==> config.mk <==
export PLATFORM = sky130hd
export DESIGN_NAME = request_manager_flat
export DESIGN_NICKNAME = d
export VERILOG_FILES = /design/src/rtl/request_manager_if.sv /design/src/rtl/request_manager.sv /design/src/flat_wrapper.sv
export SDC_FILE = /design/constraint.sdc
export NUM_CORES = 1
export LEC_CHECK = 0
export ABC_AREA = 1
export BUFFER_PORTS_ARGS = -buffer_cell sky130_fd_sc_hd__buf_2
export CAP_MARGIN = 15
export CORE_ASPECT_RATIO = 1.1
export CORE_MARGIN = 2
export CORE_UTILIZATION = 41
export DETAILED_ROUTE_END_ITERATION = 10
export PLACE_DENSITY_LB_ADDON = 0.3
export REMOVE_ABC_BUFFERS = 1
export SLEW_MARGIN = 20
export SYNTH_ARGS = -nofsm -noshare
export SYNTH_HDL_FRONTEND = slang
export SYNTH_SLANG_ARGS = --single-unit
==> constraint.sdc <==
create_clock -name clk -period 2 [get_ports clk]
set_clock_uncertainty 0.2 [all_clocks]
set_input_delay 0.3 -clock clk [delete_from_list [all_inputs] [get_ports clk]]
set_output_delay 0.3 -clock clk [all_outputs]
set_load 0.005 [all_outputs]
==> src/rtl/request_manager_if.sv <==
// Button/position inputs and request/lamp outputs of the elevator request manager.
// The slave modport is the request manager's view; master is the driver's view.
interface request_manager_if;
   logic       switch;
   logic [3:0] btn_car;
   logic [2:0] btn_up;
   logic [2:0] btn_dn;
   logic [3:0] position;
   logic       opendoor;
   logic [3:0] allReq_reg;
   logic       up_need;
   logic       down_need;
   logic [3:0] lamp_car;
   logic [2:0] lamp_up;
   logic [2:0] lamp_dn;
   logic [2:0] pend_cnt;

   modport master (
      output switch, btn_car, btn_up, btn_dn, position, opendoor,
      input  allReq_reg, up_need, down_need, lamp_car, lamp_up, lamp_dn, pend_cnt
   );

   modport slave (
      input  switch, btn_car, btn_up, btn_dn, position, opendoor,
      output allReq_reg, up_need, down_need, lamp_car, lamp_up, lamp_dn, pend_cnt
   );
endinterface

==> src/rtl/request_manager.sv <==
// Elevator request manager: latches button rising edges as per-floor requests,
// clears them at the open-door floor, and reports direction needs and pending count.

// One request bit: edge-detected set, clear-wins, held low while disabled or in reset.
module req_bit (
   input  logic clk,
   input  logic rst,
   input  logic en,
   input  logic btn,
   input  logic clr,
   output logic q
);
   logic prev;

   // prev tracks the button even in reset or while disabled, so a held
   // button never looks like a fresh press when the block comes back.
   always_ff @(posedge clk) begin
      prev <= btn;
      if (rst || !en || clr) q <= 1'b0;
      else if (btn && !prev) q <= 1'b1;
   end
endmodule

module request_manager (
   input  logic                    clk,
   input  logic                    rst,
   request_manager_if.slave        bus
);
   logic       onehot;
   logic [3:0] clr_floor;
   logic [3:0] car_q;
   logic [2:0] up_q;
   logic [2:0] dn_q;
   logic [3:0] all_req;
   logic       up_n;
   logic       dn_n;
   logic [2:0] cnt;

   assign onehot    = (bus.position != 4'b0) && ((bus.position & (bus.position - 4'd1)) == 4'b0);
   assign clr_floor = (bus.opendoor && onehot) ? bus.position : 4'b0;

   // up buttons live on floors 1-3, down buttons on floors 2-4
   req_bit u_car [3:0] (.clk(clk), .rst(rst), .en(bus.switch), .btn(bus.btn_car),
                        .clr(clr_floor),      .q(car_q));
   req_bit u_up  [2:0] (.clk(clk), .rst(rst), .en(bus.switch), .btn(bus.btn_up),
                        .clr(clr_floor[2:0]), .q(up_q));
   req_bit u_dn  [2:0] (.clk(clk), .rst(rst), .en(bus.switch), .btn(bus.btn_dn),
                        .clr(clr_floor[3:1]), .q(dn_q));

   assign all_req = car_q | {1'b0, up_q} | {dn_q, 1'b0};

   always_comb begin
      up_n = 1'b0;
      dn_n = 1'b0;
      if (onehot) begin
         for (int i = 0; i < 4; i++) begin
            if (bus.position[i]) begin
               for (int j = 0; j < 4; j++) begin
                  if (j > i) up_n = up_n | all_req[j];
                  if (j < i) dn_n = dn_n | all_req[j];
               end
            end
         end
      end
   end

   always_comb begin
      cnt = 3'd0;
      for (int i = 0; i < 4; i++) cnt = cnt + {2'b0, all_req[i]};
   end

   assign bus.allReq_reg = all_req;
   assign bus.lamp_car   = car_q;
   assign bus.lamp_up    = up_q;
   assign bus.lamp_dn    = dn_q;
   assign bus.up_need    = up_n;
   assign bus.down_need  = dn_n;
   assign bus.pend_cnt   = cnt;
endmodule

==> src/flat_wrapper.sv <==
// flat-port wrapper written by rule: the top's interface ports become plain ports
module request_manager_flat 
  (clk, rst, bus_switch, bus_btn_car, bus_btn_up, bus_btn_dn, bus_position, bus_opendoor, bus_allReq_reg, bus_up_need, bus_down_need, bus_lamp_car, bus_lamp_up, bus_lamp_dn, bus_pend_cnt);
  request_manager_if bus_i ();
  input  logic clk;
  input  logic rst;
  input wire logic [$bits(bus_i.switch)-1:0] bus_switch;
  input wire logic [$bits(bus_i.btn_car)-1:0] bus_btn_car;
  input wire logic [$bits(bus_i.btn_up)-1:0] bus_btn_up;
  input wire logic [$bits(bus_i.btn_dn)-1:0] bus_btn_dn;
  input wire logic [$bits(bus_i.position)-1:0] bus_position;
  input wire logic [$bits(bus_i.opendoor)-1:0] bus_opendoor;
  output wire logic [$bits(bus_i.allReq_reg)-1:0] bus_allReq_reg;
  output wire logic [$bits(bus_i.up_need)-1:0] bus_up_need;
  output wire logic [$bits(bus_i.down_need)-1:0] bus_down_need;
  output wire logic [$bits(bus_i.lamp_car)-1:0] bus_lamp_car;
  output wire logic [$bits(bus_i.lamp_up)-1:0] bus_lamp_up;
  output wire logic [$bits(bus_i.lamp_dn)-1:0] bus_lamp_dn;
  output wire logic [$bits(bus_i.pend_cnt)-1:0] bus_pend_cnt;
  assign bus_i.switch = bus_switch;
  assign bus_i.btn_car = bus_btn_car;
  assign bus_i.btn_up = bus_btn_up;
  assign bus_i.btn_dn = bus_btn_dn;
  assign bus_i.position = bus_position;
  assign bus_i.opendoor = bus_opendoor;
  assign bus_allReq_reg = bus_i.allReq_reg;
  assign bus_up_need = bus_i.up_need;
  assign bus_down_need = bus_i.down_need;
  assign bus_lamp_car = bus_i.lamp_car;
  assign bus_lamp_up = bus_i.lamp_up;
  assign bus_lamp_dn = bus_i.lamp_dn;
  assign bus_pend_cnt = bus_i.pend_cnt;
  request_manager u_core (.clk(clk), .rst(rst), .bus(bus_i));
endmodule
**After elaboration in Yosys (flattened, before gate mapping)**

Cells that the tools add are included.

- Add/subtract/negate cells: 4
- Multipliers: 0
- Divide/modulo/power cells: 0
- Order comparisons: 0
- Equality and inequality tests: 0
- Shift operators: 0
- Multiplexer cells: 25
- Bitwise logic cells: 13
- Reduce and logical (&&, ||, !) cells: 30

Operators with widths:

| cell | number |
|---|---|
| 1-bit two-way mux | 24 |
| 1-bit logical AND | 12 |
| 1-bit logical NOT | 11 |
| 1-bit OR | 10 |
| 3-bit by 1-bit adder with 3-bit output | 2 |
| 1-bit logical OR | 5 |
| 4-bit AND | 1 |
| 4-bit logical NOT | 1 |
| 4-bit two-way mux | 1 |
| 4-bit by 3-bit OR with 4-bit output | 1 |
| 4-bit OR | 1 |
| 4-bit nonzero test | 1 |
| 4-bit by 1-bit subtractor with 4-bit output (second input constant) | 1 |
| 1-bit by 1-bit adder with 2-bit output | 1 |

- Register bits: 20
- Latch bits: 0
- Memory bits (writable): 0
- Bits in read-only memories: 0
- Output and inout bits: 19
- Word-level logic and storage cells: 92
- Memories kept: 0

**Depth between registers and ports, before layout**

- Depth after elaboration: 20
- Depth in mapped cells: 7
- Depth with buffers taken out: 7

**Cells and area by module**

A second synthesis with hierarchy kept.

- Cells, all modules: 123
- Area total of the unflattened synthesis: 863.3 sq um

Modules (own cells, without submodules):

| module | instances | cells an instance | area an instance (sq um) |
|---|---|---|---|
| req_bit | 10 | 7 | 60.1 |
| request_manager | 1 | 53 | 262.8 |

**Least setup slack after synthesis**

OpenSTA, ideal clock, no wires.

- Path type: register -> output
- Start: register u_core.u_car[0].q
- End: output bus_pend_cnt[1]
- Data arrival time: 1.488 ns
- Path slack: 0.012 ns
- Cell stages (with the launch flop): 7
- Path buffers: 0
- Cells stage by stage: dfxtp_1 or2_1 ha_1 inv_1 fa_1 inv_1 ha_1

- Cells in the longest elaborated chain, start to end: 5

Ends and longest elaborated chain:

| item | line | text |
|---|---|---|
| from (decl) | request_manager.sv:11 | `output logic q` |
| from (signal assigned) | request_manager.sv:19 | `if (rst \|\| !en \|\| clr) q <= 1'b0;` |
| from (signal assigned) | request_manager.sv:20 | `else if (btn && !prev) q <= 1'b1;` |
| 4-bit by 3-bit OR with 4-bit output | request_manager.sv:50 | `assign all_req = car_q \| {1'b0, up_q} \| {dn_q, 1'b0};` |
| 4-bit OR | request_manager.sv:50 |  |
| via bus_allReq_reg[0] | flat_wrapper.sv:13 | `output wire logic [$bits(bus_i.allReq_reg)-1:0] bus_allReq_reg;` |
| 1-bit by 1-bit adder with 2-bit output | request_manager.sv:69 | `for (int i = 0; i < 4; i++) cnt = cnt + {2'b0, all_req[i]};` |
| 3-bit by 1-bit adder with 3-bit output (2 in series) | request_manager.sv:69 |  |
| to (decl) | flat_wrapper.sv:19 | `output wire logic [$bits(bus_i.pend_cnt)-1:0] bus_pend_cnt;` |

The timed path passes the listed nets, and every way through them passes these cells.

**Worst setup path after layout**

- Start: register u_core.u_car[0].q
- End: output bus_pend_cnt[1]

- Cells in the longest elaborated chain, start to end: 5

Ends and longest elaborated chain:

| item | line |
|---|---|
| 4-bit by 3-bit OR with 4-bit output | request_manager.sv:50 |
| 4-bit OR | request_manager.sv:50 |
| 1-bit by 1-bit adder with 2-bit output | request_manager.sv:69 |
| 3-bit by 1-bit adder with 3-bit output (2 in series) | request_manager.sv:69 |

Every way passes these cells.

==> results.sh <==
export IMPL_status="finished with violations"
export IMPL_violations="setup timing"
export IMPL_min_path_cells=4
export IMPL_routed_wl_um=1860
export IMPL_grt_use_total_pct=16.4
export IMPL_worst_hold_path_type="in -> reg"
export IMPL_finalWeightedCongestion=0.810
export IMPL_p_seq_share_pct=51.5
export IMPL_rsz0062_at_grt="true"
export IMPL_finalCriticalPeriod_ns=2.36
export IMPL_drt_vias_per_instance=4.28
export IMPL_r2r_end="u_core.u_up[0].q"
export IMPL_critPathCaptureType="primary output"
export IMPL_die_y_um=52.5
export IMPL_p_sw_uw=201
export IMPL_vdd_drop_max_v=0.000385
export IMPL_cp_required_ns=1.50
export IMPL_overflow=0
export IMPL_cts_sinks=20
export IMPL_dr_total_vias=834
export IMPL_place_ws_ns=-0.0993
export IMPL_mostFrequentLayoutCell="buf_2"
export IMPL_whs_endpoint="u_core.u_car[0].q"
export IMPL_syn_to_final_growth_pct=45.4
export IMPL_cp_slowest_stage_delay_ns=0.33
export IMPL_hold_start="rst"
export IMPL_switching_share_pct=24.4
export IMPL_reg2reg_depth=4
export IMPL_power_internal_uw=622
export IMPL_p_clk_share_pct=27.4
export IMPL_fillers=177
export IMPL_worst_slack_ns=-0.364
export IMPL_layout_common_cells="buf_2, inv_1, nand2_1, dfxtp_1, nor2_1"
export IMPL_htree_levels=1
export IMPL_cap_violations=0
export IMPL_crit_chain="or2_4 > ha_4 > inv_2 > fa_2 > inv_2 > ha_4 > buf_6"
export IMPL_path_class="reg -> out"
export IMPL_synth_top_area_cell="dfxtp_1"
export IMPL_core_area_mm2=0.00202
export IMPL_report_final_setup_viol=3
export IMPL_relSlewSlack_pct=83.2
export IMPL_crit_slowest_cell="dfxtp_2"
export IMPL_reg2reg_from="u_core.u_up[0].q"
export IMPL_p_leak_uw=0.000700
export IMPL_clk_latency_ns=0.29
export IMPL_first_pass_iters=4
export IMPL_yosysUniqueCellTypes=14
export IMPL_initial_utilization_pct=43.5
export IMPL_clkSlewWorstSetupHoldPaths_ns=0.10
export IMPL_die_w_um=48.1
export IMPL_rows=17
export IMPL_cp_start_kind="register"
export IMPL_startpoint="u_core.u_car[0].q"
export IMPL_cts_path_max_buffers=2
export IMPL_avgRoutedWirePerCell_um=9.55
export IMPL_yosys_top_cells_area="dfxtp_1, inv_1, nand2_1"
export IMPL_synthCells=118
export IMPL_grt_pass1_wl_um=2840
export IMPL_dieArea_mm2=0.00253
export IMPL_cts_buffers=3
export IMPL_tritoncts="done"
export IMPL_r2r_slack_ns=0.94
export IMPL_synthesis_area_um2=878
export IMPL_cp_max_fo=2
export IMPL_fmax_ghz=0.423
export IMPL_seq_area_frac_synth_pct=45.6
export IMPL_synth_seq_cells=20
export IMPL_worstPathArrival_ns=1.86
export IMPL_drive_above_1_share_pct=37.7
export IMPL_grt_pass1_vias=755
export IMPL_io_pins=37
export IMPL_cts_root_buffer="clkbuf_4"
export IMPL_worstMarginPinSlew_ns=0.251
export IMPL_dr_first_iter_drc_count=9
export IMPL_synth_area_per_cell_um2=7.44
export IMPL_grt_max_degree=12
export IMPL_hold_violations=0
export IMPL_antennaDiodeCount=0
export IMPL_final_antenna_net_count=0
export IMPL_finalCritPeriodShare_pct=118
export IMPL_antenna_found_initial=0
export IMPL_layout_nets=189
export IMPL_drc=0
export IMPL_report_final_slew_viol_count=0
export IMPL_hpwl_um=1420
export IMPL_power_density_mw_per_mm2=644
export IMPL_portBuffers=36
export IMPL_netlist_area_leader_share_pct=45.6
export IMPL_power_total_uw=823
export IMPL_power_frac_comb_pct=21.1
export IMPL_yosysWarnings=0
==> critical path: cells and delay by family (launching register included) <==
kind	cells	cell delay (ns)
fa+ha+maj	3	0.78
buf+inv	3	0.21
flops	1	0.33
simple gates	1	0.26
==> power by group through the flow <==
stage | logic [uW] | clock network (uW) | registers [uW]
detailed placement | 133 | 0 | 432
global placement | 130 | 0 | 431
CTS | 157 | 234 | 423
finish | 174 | 226 | 424
floorplan | 61.4 | 0 | 432
global route | 199 | 252 | 426
==> worst max path at each step <==
stage / depth (start not counted) / end / slack, ns
floorplan: 6 / bus_pend_cnt[1] / -0.003
global placement: 7 / bus_pend_cnt[1] / -0.08
detailed placement: 7 / bus_pend_cnt[1] / -0.1
CTS: 7 / bus_pend_cnt[1] / -0.39
global route: 7 / bus_pend_cnt[1] / -0.44
finish: 7 / bus_pend_cnt[1] / -0.36
==> final cells by class <==
class	count	area (um^2)	area share, %
flip-flops and latches	20	404	31.6
inverters	28	105	8.23
clock buffers	4	36.3	2.84
multi-input cells	60	330	25.9
repair buffers	55	367	28.7
well taps	28	35.0	2.74
==> through the flow <==
step	hold slack [ns]	TNS, ns	util [%]	instance area, um^2	instances
4_1_cts	0.0989	-1.01	62.0	1250	195
5_1_grt	0.111	-1.18	63.2	1280	195
3_3_place_gp	0.217	-0.0849	53.4	1080	180
6_report	0.104	-0.941	63.2	1280	195
3_5_place_dp	0.220	-0.0993	53.4	1080	180
2_1_floorplan	0.128	-0.00308	-	803	108
==> timing repair <==
item,in CTS,in global routing
hold endpoints to repair,10,0
pin swaps,1,2
hold buffers,10,0
setup endpoints to repair,3,3
gates resized for setup,8,7
buffers inserted,1,0
==> logic make-up after synthesis <==
| group | synth area share (%) |
|---|---|
| DFF | 45.6 |
| buffers and inverters | 20.5 |
| AOI/OAI and AO/OA | 6.70 |
| adders and majority gates | 5.13 |
| and+or+nand+nor | 22.1 |
==> synth_stat cells, drive strengths merged <==
cell,count
nand4,4
buf,10
or2,1
a21oi,11
dfxtp,20
ha,2
nand3,3
nand2,22
inv,28
nor2,16
fa,1
==> metal layers <==
layer  global-route usage (%)  wire length [um]  up-vias
li1                         -                 -      440
met1                     17.5               792      371
met2                     29.1               961       21
met3                     2.07                88        2
met4                     9.46                19        0
met5                        0                 0        -
==> sequential cells by signal (all words and copies together) (netlist names) <==
name               count
u_core.u_dn.prev       3
u_core.u_up.q          3
u_core.u_up.prev       3
u_core.u_car.prev      4
u_core.u_dn.q          3
u_core.u_car.q         4
No activity file was read; power rests on OpenSTA's default activity.
